[config.mk]
export PLATFORM = sky130hd
export DESIGN_NAME = game_timer
export DESIGN_NICKNAME = d
export VERILOG_FILES = /design/src/rtl/game_timer.sv
export SDC_FILE = /design/constraint.sdc
export NUM_CORES = 1
export LEC_CHECK = 0
export CORE_MARGIN = 4
export CORE_UTILIZATION = 61
export CTS_CLUSTER_SIZE = 28
export DETAILED_ROUTE_END_ITERATION = 8
export GPL_TIMING_DRIVEN = 0
export PLACE_DENSITY = 0.85
export SLEW_MARGIN = 20
export SYNTH_ARGS = -nofsm -noshare
export SYNTH_HDL_FRONTEND = slang
export SYNTH_SLANG_ARGS = --single-unit
[constraint.sdc]
create_clock -name clk -period 9.4 [get_ports clk]
set_input_delay 0.94 -clock clk [delete_from_list [all_inputs] [get_ports clk]]
set_output_delay 0.94 -clock clk [all_outputs]
set_load 0.02 [all_outputs]
[src/rtl/game_timer.sv]
`default_nettype none
// ============================================================================
// Module   : game_timer
// Brief    : Round countdown timer with tick prescaler, run/pause/expire FSM,
//            runtime reload and low-time warning. Optional BCD count outputs
//            are enabled by defining GAME_TIMER_BCD_EN.
// Revision : 1.0 - initial release
// ============================================================================
module game_timer #(
  parameter int INIT_COUNT = 60,
  parameter int MAX_COUNT  = 99,
  parameter int TICK_DIV   = 50_000_000,
  parameter int WARN_AT    = 10,
  localparam int W         = $clog2(MAX_COUNT + 1)
) (
  input  logic         clk,
  input  logic         rst,
  input  logic         start,
  input  logic         pause,
  input  logic         restart,
  input  logic         load_en,
  input  logic [W-1:0] load_val,
  output logic [W-1:0] count,
  output logic         running,
  output logic         warn,
  output logic         done,
  output logic         expired
`ifdef GAME_TIMER_BCD_EN
  ,
  output logic [3:0]   bcd_tens,
  output logic [3:0]   bcd_ones
`endif
);

  localparam int             c_PW        = (TICK_DIV > 1) ? $clog2(TICK_DIV) : 1;
  localparam logic [c_PW-1:0] c_TICK_LAST = c_PW'(TICK_DIV - 1);
  localparam logic [W-1:0]   c_INIT      = W'(INIT_COUNT);
  localparam logic [W-1:0]   c_MAX       = W'(MAX_COUNT);
  // count never exceeds MAX_COUNT, so clamping the threshold keeps it in range
  localparam logic [W-1:0]   c_WARN      = (WARN_AT > MAX_COUNT) ? c_MAX : W'(WARN_AT);

  typedef enum logic [1:0] {
    S_IDLE    = 2'd0,
    S_RUN     = 2'd1,
    S_PAUSED  = 2'd2,
    S_EXPIRED = 2'd3
  } state_t;

  state_t          r_state;
  state_t          w_state_nx;
  logic [W-1:0]    r_count;
  logic [W-1:0]    w_count_nx;
  logic [c_PW-1:0] r_presc;
  logic [c_PW-1:0] w_presc_nx;
  logic            r_running;
  logic            r_warn;
  logic            r_done;
  logic            r_expired;
  logic            w_done_nx;
  logic            w_warn_nx;
  logic [W-1:0]    w_load_clamped;

  assign w_load_clamped = (load_val > c_MAX) ? c_MAX : load_val;

  always_comb begin
    w_state_nx = r_state;
    w_count_nx = r_count;
    w_presc_nx = r_presc;
    w_done_nx  = 1'b0;
    if (restart) begin
      w_state_nx = S_IDLE;
      w_count_nx = c_INIT;
      w_presc_nx = '0;
    end else if (load_en) begin
      w_state_nx = S_IDLE;
      w_count_nx = w_load_clamped;
      w_presc_nx = '0;
    end else begin
      case (r_state)
        S_IDLE: begin
          if (start && !pause && (r_count != '0)) begin
            w_state_nx = S_RUN;
          end
        end
        S_RUN: begin
          if (pause || !start) begin
            w_state_nx = S_PAUSED;
          end else if (r_presc == c_TICK_LAST) begin
            w_presc_nx = '0;
            if (r_count != '0) begin
              w_count_nx = r_count - W'(1);
            end
            if (r_count <= W'(1)) begin
              w_count_nx = '0;
              w_state_nx = S_EXPIRED;
              w_done_nx  = 1'b1;
            end
          end else begin
            w_presc_nx = r_presc + c_PW'(1);
          end
        end
        S_PAUSED: begin
          if (!pause && start) begin
            w_state_nx = S_RUN;
          end
        end
        S_EXPIRED: begin
          w_count_nx = '0;
        end
        default: begin
          w_state_nx = S_IDLE;
        end
      endcase
    end
  end

  assign w_warn_nx = ((w_state_nx == S_RUN) || (w_state_nx == S_PAUSED)) &&
                     (w_count_nx <= c_WARN) && (w_count_nx != '0);

  always_ff @(posedge clk or negedge rst) begin
    if (!rst) begin
      r_state   <= S_IDLE;
      r_count   <= c_INIT;
      r_presc   <= '0;
      r_running <= 1'b0;
      r_warn    <= 1'b0;
      r_done    <= 1'b0;
      r_expired <= 1'b0;
    end else begin
      r_state   <= w_state_nx;
      r_count   <= w_count_nx;
      r_presc   <= w_presc_nx;
      r_running <= (w_state_nx == S_RUN);
      r_warn    <= w_warn_nx;
      r_done    <= w_done_nx;
      r_expired <= (w_state_nx == S_EXPIRED);
    end
  end

  assign count   = r_count;
  assign running = r_running;
  assign warn    = r_warn;
  assign done    = r_done;
  assign expired = r_expired;

`ifdef GAME_TIMER_BCD_EN
  if (MAX_COUNT > 99) begin : g_bcd_range_check
    $error("game_timer: BCD outputs need MAX_COUNT <= 99");
  end

  logic [3:0] r_bcd_tens;
  logic [3:0] r_bcd_ones;

  always_ff @(posedge clk or negedge rst) begin
    if (!rst) begin
      r_bcd_tens <= 4'(INIT_COUNT / 10);
      r_bcd_ones <= 4'(INIT_COUNT % 10);
    end else begin
      r_bcd_tens <= 4'(int'(w_count_nx) / 10);
      r_bcd_ones <= 4'(int'(w_count_nx) % 10);
    end
  end

  assign bcd_tens = r_bcd_tens;
  assign bcd_ones = r_bcd_ones;
`endif

endmodule
`default_nettype wire

# Yosys cells after proc, flatten, opt, wreduce, memory -nomap -nowiden
# Index checks and enable logic that the tools add are counted.
# word_totals
memories	0
ramBits	0
output_inout_bits	11
regBits	39
inputBits	13
mem_bits_ro	0
latch_bits	0
# classes
n_shift	0
order_cmp	3
n_reduce_logical	13
n_bitwise	0
mux	27
n_eq_ne	8
add_sub_neg	2
mul	0
div_mod_pow	0
# ops
operator	count
$mux W26	5
$mux W7	7
$add A26 B1 Y26 const B	1
$eq A26 B26 Y1 const B	1
$mux W2	7
$pmux W7 S2	1
$reduce_bool A7 Y1	2
$eq A2 B2 Y1 const B	4
$gt A7 B7 Y1 const B	1
$le A7 B1 Y1 const B	1
$le A7 B4 Y1 const B	1
$sub A7 B1 Y7 const B	1
$mux W1	6
$pmux W2 S3	1
$eq A2 B1 Y1 const B	2
$logic_and A1 B1 Y1	4
$ne A3 B3 Y1 const B	1
$reduce_bool A3 Y1	1
$logic_not A1 Y1	2
$logic_not A2 Y1	1
$logic_or A1 B1 Y1	2
$reduce_and A2 Y1	1

# Logic depth before layout (Yosys ltp)
# Gate-level depths: netlist of run 1.
# logic_depth
depth_word	11
depth_mapped	11

# Least setup slack after synthesis of run 1
# Ideal clock, no wire load.
# synth_timing
path_type	register to register
start	register r_presc[9]
end	register r_warn, in the netlist warn
t_arrival_ps	2903
path_stages_with_launch	11
t_required_ps	9304
setup_slack_ps	6402
setup_time_ps	96
synth_period_minus_slack_ps	2998
path_cell_list	dfrtp_1 > or4_4 > nor4_4 > and3_1 > buf_2 > nand4_1 > a21oi_1 > o221ai_1 > ha_1 > or3_1 > nor4_2
# synth_between
elab_chain_len	10
word_cells_on_any_way	18
# synth_lines
element	line_no	source
start, declared	53	logic [c_PW-1:0] r_presc;
start signal, assigned	132	r_presc <= w_presc_nx;
$eq A26 B26 Y1 *	88	end else if (r_presc == c_TICK_LAST) begin
branches (longest 8 deep; another with $le A7 B4 Y1)	--	
$logic_and A1 B1 Y1 *	118	(w_count_nx <= c_WARN) && (w_count_nx != '0);
via w_warn_nx	60	logic w_warn_nx;
end signal, assigned	134	r_warn <= w_warn_nx;
end, declared	56	logic r_warn;
# Mark *: on every way through the listed nets, which the timed path passes.
# A chain may end at the register's enable or synchronous reset.

# Final worst setup path of run 1
# Same ends and word-level chain as after synthesis.

==> results of run 1 <==
-- power breakdown --
group,switching [mW],leakage (nW),internal [mW],total (mW)
Clock,0.0617,0.0654,0.106,0.168
Combinational,0.0237,0.500,0.0164,0.0401
Sequential,0.00365,0.529,0.171,0.174
-- cells by family (layout without fill, tap and decap cells) --
kind of cell / after synthesis / after routing
AND/OR/NAND/NOR: 128 / 128
AO/OA/AOI/OAI: 56 / 56
flip-flops: 39 / 39
buffers and inverters: 17 / 49
XOR/XNOR: 15 / 15
adder cells (fa/ha/maj): 6 / 6
multiplexers: 4 / 4
-- through the flow --
stage | util (%) | total power [mW] | setup WS (ps) | std cells
after floorplan | - | 0.196 | 6400 | 265
after detailed placement | 72.0 | 0.216 | 5500 | 337
after global placement | 71.6 | 0.215 | 5490 | 336
final | 75.7 | 0.382 | 5910 | 345
after CTS | 75.6 | 0.381 | 5720 | 345
after global routing | 75.7 | 0.394 | 5740 | 345
-- final cells by class --
type | instances | area, µm²
clock inverter | 2 | 60.1
buffer | 4 | 17.5
clock buffer | 6 | 72.6
inverter | 13 | 48.8
timing repair buffer | 24 | 245
fill | 266 | 895
sequential | 39 | 981
multi-input combinational | 209 | 1310
tap | 48 | 60.1
-- flip-flops by register name (all words and copies together), names as in the netlist --
| name | flops |
|---|---|
| r_presc | 26 |
| count | 7 |
| r_state | 2 |
| done | 1 |
| expired | 1 |
| running | 1 |
| warn | 1 |
-- critical path, cell delays in order (launching register included) --
cell,delay (ps)
dfrtp_1,440
or4_4,570
nor4_4,580
and3_1,240
buf_2,170
nand4_1,160
a21oi_1,210
o221ai_1,170
ha_1,310
or3_1,390
nor4_2,140
-- placed cells by master (no fill, tap or decap), drive strengths merged, types with 7 or more instances in the layout --
cell	n
nor2	35
a21oi	13
nand4	12
o21ai	16
clkbuf	8
nand3	13
nor3	8
inv	13
xor2	10
dfrtp	35
clkdlybuf4s50	22
and3	7
nand2	22
-- routing by layer --
layer / track usage [%] / vias up / share of wire [%]
li1: - / 1029 / -
met1: 36.1 / 1056 / 44
met2: 38.1 / 116 / 47
met3: 5.47 / 10 / 7.8
met4: 7.45 / 0 / 1.3
met5: 0 / - / 0
-- final timing paths --
path / slack, ps / to / startpoint / cells after the start
min in group clk: 530 / r_presc[3] / r_presc[3] / 1
setup reg to reg: 5910 / warn / r_presc[9] / 10
hold / removal: 500 / r_presc[3] / rst / 1
max in group asynchronous: 8380 / count[2] / rst / 2
setup / recovery: 5910 / warn / r_presc[9] / 10
hold reg to reg: 530 / r_presc[3] / r_presc[3] / 1
==> impl_metrics.ini, run 1 <==
[outcome]
status = complete, no violations

[final_layout]
drive_gt1_share_pct = 8.75
final_nets = 315
insertedDiodeCount = 0
stdcell_area_mm2 = 0.00279
area.growth.synth_to_final_pct = 18.9

[sta]
setup_viol = 0
hold_ws_ps = 499
drv_slew = 0
maxSlewHeadroom_pct = 42.5
rsz0062_at_grt = no
setup-tns-final_ps = 0
fin_crit_sh_pct = 37.2
fin_worst_skew_ps = 9.44
tightest_slew_ps = 854
fmax_mhz = 286
finalHoldViolCount = 0
fin_crit_ps = 3490

[synthesis]
synthArstFlopShare_pct = 100
syn-num-nets = 284
ys_ff_latch = 39
synth_commonest_cells = 35 x dfrtp_1, 35 x nor2_1, 22 x nand2_1, 15 x o21ai_0
yosysWarnings = 0
post-synth-top-area-fraction_pct = 37.3
synth.area.mux_share_pct = 1.76
synth_top_area_cell = dfrtp_1
synth_top_family_by_area = simple AND/OR/NAND/NOR gates
synth-edff-count = 0
avgSynthCellArea_um2 = 8.87
synthAdderAreaFrac_pct = 3.19
synth-simple-area-share_pct = 29.1
syn_inst = 265
syn-cell-area_mm2 = 0.00235
synth_compound_area_share_pct = 15.8
synthFlopType = dfrtp_1
yosys.area_share.xor_xnor_pct = 5.59
synth_cell_types = 51
synth_area_leaders = dfrtp_1 37%, nor2_1 5.6%, dfstp_2 4.5%
ys_seq_area_share_pct = 41.7

[setup_path]
end_kind = register
cp_max_fo = 10
worstPathArrival_ps = 3690
crit_type = reg2reg
required_ps = 9600
start_kind = register

[drt]
routed_wirelength_um = 5970
ant_nets = 0
drtIter0Drc = 227
vias = 2211
wire_per_inst_um = 17.3
drt_first_pass_iters = 6
drc = 0
routed_via_density = 6.41

[clock_tree]
tritoncts = done
cts_buffers = 5
clkSlewWorstSetupHoldPaths_ps = 80
hold_buffers = 0
postCtsSetupBuffers = 0
root_buffer = clkbuf_8
clock-sinks = 39
cts_resized = 0
insertion_delay_ps = 300
clockBufferDepth = 2
htree_levels = 2

[die]
initial_core_util_pct = 63.7
die_area_mm2 = 0.00491
die_y_um = 70.1
die_x_um = 70.1
io_pins = 24
rows = 22
core_area_mm2 = 0.00369

[global_route]
antenna_found_initial = 0
grt_max_degree = 31
gr-usage-all-layers_pct = 25.1
grt_pass1_wl_um = 9920
grt_pass1_vias = 2042
overflow = 0

[power]
leakagePower_nw = 1.09
peakVddDrop_mv = 0.113
p_per_area_mw_per_mm2 = 137

[place]
place.gp.congestion = 0.952
dp_hpwl_um = 4120
placed_area_mm2 = 0.00266
port_buffers = 23

[job]
cap_violations = 0

[min_path]
hp-class = in2async
Note: power is estimated with default switching activity, not from simulation.
==> run 2, diff against run 1 <==
CORE_UTILIZATION = 51   (was 61)
PLACE_DENSITY = 0.76   (was 0.85)
clock period = 2.9 ns   (was 9.4 ns; I/O delays follow)
==> run 2 against run 1 <==
The run now ends with negative setup slack left. Worst hold slack got worse by 110 ps. Clock skew about the same. Count of clock-buffer cells in the layout decreased by 1. Critical path depth decreased by 1. Non-clock buffer count increased by 13. Routed wire length decreased by 1.9%.
==> impl_metrics.ini, run 2 (synthesis gave the netlist of run 1 again) <==
[sta]
fin_worst_skew_ps = 9.66
setup_viol = 1
drv_slew = 0
tightest_slew_ps = 899
maxSlewHeadroom_pct = 39.5
fin_ws_ps = -24.4
rsz0062_at_grt = yes
fin_crit_sh_pct = 101
finalHoldViolCount = 0
fmax_mhz = 342
fin_crit_ps = 2920

[final_layout]
final_nets = 328
area.growth.synth_to_final_pct = 23.3
fin_cells = 362
utilization_pct = 65.6
regMostFlops = r_presc
insertedDiodeCount = 0
drive_gt1_share_pct = 14.5
largest_reg_flops = 26
mostFrequentLayoutCells = 34 x nor2_1, 34 x dfrtp_1, 22 x nand2_1, 22 x clkdlybuf4s50_1, 15 x o21ai_0

[place]
dp_hpwl_um = 4110
dp_cells = 341
pre_cts_ws_ps = -374
port_buffers = 23
place.gp.congestion = 0.872

[drt]
ant_nets = 0
drc = 0
drt_first_pass_iters = 5
wire_per_inst_um = 16.2
vias = 2178
drtIter0Drc = 204
routed_wirelength_um = 5860
routed_via_density = 6.02

[setup_path]
crit_chain = or3b_4, nor4_4, and3_4, nand4_1, a21oi_2, o221ai_2, ha_1, or3_1, nor4_2
crit_slowest_cell = dfrtp_2
cp_max_fo = 4
crit_type = reg2reg
start_kind = register
path_buf_inv = 0
worstPathArrival_ps = 3120
max_stage_delay_ps = 450
regToRegSetupSlack_ps = -20
critPathLaunch = r_presc[7]
end_kind = register
r2r_end = warn
worstRegToRegCells = 9
critPathTopFamily = simple AND/OR/NAND/NOR gates
rr_startpoint = r_presc[7]
required_ps = 3100

[clock_tree]
clkSlewWorstSetupHoldPaths_ps = 90
cts_buffers = 5
insertion_delay_ps = 300
clockBufferDepth = 2
htree_levels = 2
root_buffer = clkbuf_8
tritoncts = done
clock-sinks = 39

[power]
p_per_area_mw_per_mm2 = 367
leakagePower_nw = 1.15
peakVddDrop_mv = 0.265

[global_route]
gr-usage-all-layers_pct = 22.3
grt-busiest-layer = met1
grt_max_degree = 30
grt_pass1_wl_um = 9780
met3_usage_pct = 5.41
overflow = 0
use_met1_pct = 33.1
grt_pass1_vias = 2046
met2_usage_pct = 32.1
antenna_found_initial = 0

[job]
cap_violations = 0

[die]
io_pins = 24
die_x_um = 75.9
core_area_mm2 = 0.00441
die_y_um = 75.9
die_area_mm2 = 0.00576
initial_core_util_pct = 53.2
rows = 24

[min_path]
hp-class = in2async

[outcome]
violations = negative setup slack
status = finished, violations left
run 2: area by class of cell:
class                   count  area, µm²
clock inverters             3       20.0
clock buffers               5       68.8
inverters                  13       48.8
flip-flops and latches     39        982
repair buffers             38        353
plain buffers               3       12.5
fillers                   376       1520
multi-input cells         209       1350
well taps                  52       65.1
run 2: worst register-to-register path: stages (launching register included):
cell	delay, ps
dfrtp_2	450
or3b_4	390
nor4_4	310
and3_4	250
nand4_1	190
a21oi_2	200
o221ai_2	120
ha_1	320
or3_1	360
nor4_2	240
run 2: worst max path at each step:
stage / endpoint / depth (start not counted)
finish: warn / 9
global route: warn / 9
floorplan: warn / 10
detailed placement: warn / 10
global placement: warn / 8
CTS: warn / 10
run 2: per-layer routing:
layer  vias up  routed length [µm]
li1       1051                   -
met1      1037                2740
met2        78                2660
met3        12                 365
met4         0                  90
met5         -                   0
run 2: power breakdown:
part / internal (mW) / switching [mW] / leakage, nW / total [mW]
clock network: 0.167 / 0.201 / 0.0402 / 0.369
registers: 0.553 / 0.0125 / 0.527 / 0.565
logic: 0.0540 / 0.0748 / 0.582 / 0.129
total: 0.774 / 0.288 / 1.15 / 1.06
run 2: per-stage QoR:
step	hold WS, ps	instance area, µm²	power [mW]	TNS, ps
CTS	400	2810	1.07	-119
detailed placement	184	2660	0.701	-412
finish	391	2900	1.06	-24.4
global route	430	2900	1.11	-136
global placement	514	2650	0.697	-645
floorplan	-5.59	2350	0.636	0
run 2: timing repair:
item	in CTS	in global routing
hold buffers	1	0
endpoints found under the hold margin	10	0
endpoints found under the setup margin	1	1
gates resized for setup	5	6
buffers inserted	3	10
pin swaps	2	8
==> run 3, diff against run 2 <==
ABC_CLOCK_PERIOD_IN_PS = 2900   (was unset)
==> results of run 3 <==
Same layout as run 2: the final DEF is identical, and so are final timing and power.
==> edit, RTL diff (config.mk and constraints of run 3) <==
`WARN_AT`: 10 -> 5.
--- a/src/rtl/game_timer.sv
+++ b/src/rtl/game_timer.sv
@@ -10,7 +10,7 @@
   parameter int INIT_COUNT = 60,
   parameter int MAX_COUNT  = 99,
   parameter int TICK_DIV   = 50_000_000,
-  parameter int WARN_AT    = 10,
+  parameter int WARN_AT    = 5,
   localparam int W         = $clog2(MAX_COUNT + 1)
 ) (
   input  logic         clk,
Check against the original RTL: not equivalent (a bounded check fails within 4 cycles, from zero or initial values and one cycle with rst low).
==> edit against run 3 <==
Combinational power is 4% lower. Setup slack worse by 18 ps. Synthesized area is 2.0% higher. Power is 9.5% higher. Die area is 1.8% higher. Cell area is 2.6% higher. Highest routed layer unchanged. Synthesized cell count is 0.38% lower. The run still ends with setup timing left. Sequential power hardly changed. Routed wire length is 1.7% higher. Non-clock buffer count stayed put. Sequential cell count stayed put.
==> edit: results (changes against run 3) <==
| Metric | Value |
|---|---|
| Status | `finished, violations left` |
| Violated checks | `setup timing` |
| Crit Path Max Fanout | `2 (-2)` |
| Asr flop ratio synth | `1.00 (unchanged)` |
| Mean routed wirelength per cell | `16.7 um (+3.4%)` |
| Worst Hold Class | `input port to flip-flop` |
| Final setup fails | `1 (unchanged)` |
| Arrival @ worst endpoint | `3150 ps (+30 ps)` |
| First-pass GRT wire length | `10,100 um (+3.5%)` |
| ANT cells | `0 (unchanged)` |
| Share of post-route cells with drive strength above 1 | `0.171 (+0.0259)` |
| Vias in the first global route | `2,050 (+0.20%)` |
| Skew final | `8.37 ps (-1.28 ps)` |
| Vias per cell | `6.14 (+2.0%)` |
| Filler Cells Inserted | `380 (+1.1%)` |
| Die W | `76.6 um (+0.90%)` |
| Static leakage power | `0.00126 uW (+9.4%)` |
| Num CTS Buffers | `5 (unchanged)` |
| DP Area | `2730 sq um (+2.5%)` |
| DRC viols | `0 (unchanged)` |
| Syn Nets | `282 (-0.70%)` |
| Final WS setup | `-42.2 ps (-17.8 ps)` |
| Worst vdd ir | `0.000253 V (-4.5%)` |
| Number of I/O port buffers | `21 (-8.7%)` |
| Register area share after synthesis | `0.409 (-0.00828)` |
| Count of unique library cells instantiated by Yosys | `58 (+14%)` |
| Placer Congestion | `0.964 (+11%)` |
| Post-detail-place hpwl | `4200 um (+2.4%)` |
| Htree depth | `2 (unchanged)` |
| Largest net degree at the start of global routing | `29 (-3.3%)` |
| Total track usage | `0.212 (-0.0108)` |
| Later-pin clock latency in the skew report | `300 ps (about the same)` |
| 1st-iter DRT viols | `218 (+6.9%)` |
| Max-slew headroom | `0.575 (+0.180)` |
| Final net count | `321 (-2.1%)` |
| Setup TNS Final | `-42.2 ps (-17.8 ps)` |
| Synth area leaders | `dfrtp_1 (37%), nor2_1 (6.9%), xor2_1 (5.8%), dfstp_2 (4.4%), nand2_1 (3.3%)` |
| YS warnings | `0 (unchanged)` |
| Commonest cells post-synth | `nor2_1 (44), dfrtp_1 (35), nand2_1 (21)` |
-- edit: cell types whose count changed after synthesis, moves of 3 or more --
cell      delta
nor2_1       +9
a21oi_1      -6
xor2_1       +6
o21ai_0      -5
nand2b_1     -4
nor3_1       -4
o31ai_1      -4
a211oi_1     +3
mux2i_1      -3
-- edit: where the power goes --
part	switching (uW)	internal, uW
Clock	215	259
Sequential	11.6	554
Combinational	73.6	50.4
Total	300	863
-- edit: kinds of logic after synthesis --
| group | Yosys count | share of synthesized area |
|---|---|---|
| AO/OA/AOI/OAI | 41 | 0.125 |
| adder cells (fa/ha/maj) | 5 | 0.0261 |
| AND/OR/NAND/NOR | 135 | 0.313 |
| buffers and inverters | 22 | 0.0459 |
| flip-flops | 39 | 0.409 |
| XOR/XNOR | 22 | 0.0804 |
-- edit: metal layers --
metal	track usage	wire length [um]	up-vias
li1	-	-	1027
met1	0.311	2840	1060
met2	0.315	2660	85
met3	0.0366	353	13
met4	0.0725	107	0
met5	0	0	-
-- edit: stage by stage --
stage	utilization	instances	worst slack (ps)	hold slack, ps
floorplan	-	264	-110	-5.59
global placement	0.611	337	-420	500
detailed placement	0.614	338	-440	194
CTS	0.669	356	-29.7	304
global route	0.669	356	-187	306
finish	0.669	356	-42.2	314
-- edit: worst max-delay path, stage by stage (launching register included) --
cell	delay [ps]
dfrtp_2	440
nor4b_4	320
nand4_4	120
or2_1	250
clkbuf_8	140
nor2_4	70
nor3_2	40
or3_4	360
ha_4	240
a2111oi_4	170
or4b_4	510
a211oi_2	170
-- edit: cell type report --
class	count	area (sq um)	area share
flip-flops and latches	39	985	0.331
repair buffers	33	310	0.104
clock buffers	5	68.8	0.0231
plain buffers	8	66.3	0.0223
multi-input cells	203	1380	0.465
clock inverters	3	46.3	0.0156
inverters	13	48.8	0.0164
well taps	52	65.1	0.0219
-- edit: path summary, 6_finish.rpt --
check / depth (start not counted) / endpoint / slack (ps) / start
worst max register to register: 11 / warn / -40 / r_presc[10]
worst min-delay path: 2 / count[6] / 310 / load_en
min in group asynchronous: 2 / r_presc[17] / 400 / rst
worst min register to register: 1 / r_presc[3] / 510 / r_presc[3]
max in group asynchronous: 3 / count[4] / 1990 / rst
worst max-delay path: 11 / warn / -40 / r_presc[10]
-- edit: repair_timing --
item | in CTS | in global routing
hold buffers | 1 | 0
endpoints found under the setup margin | 1 | 1
hold endpoints to repair | 8 | 0
pin swaps | 8 | 0
setup buffers | 10 | 0
resized for setup | 11 | 0
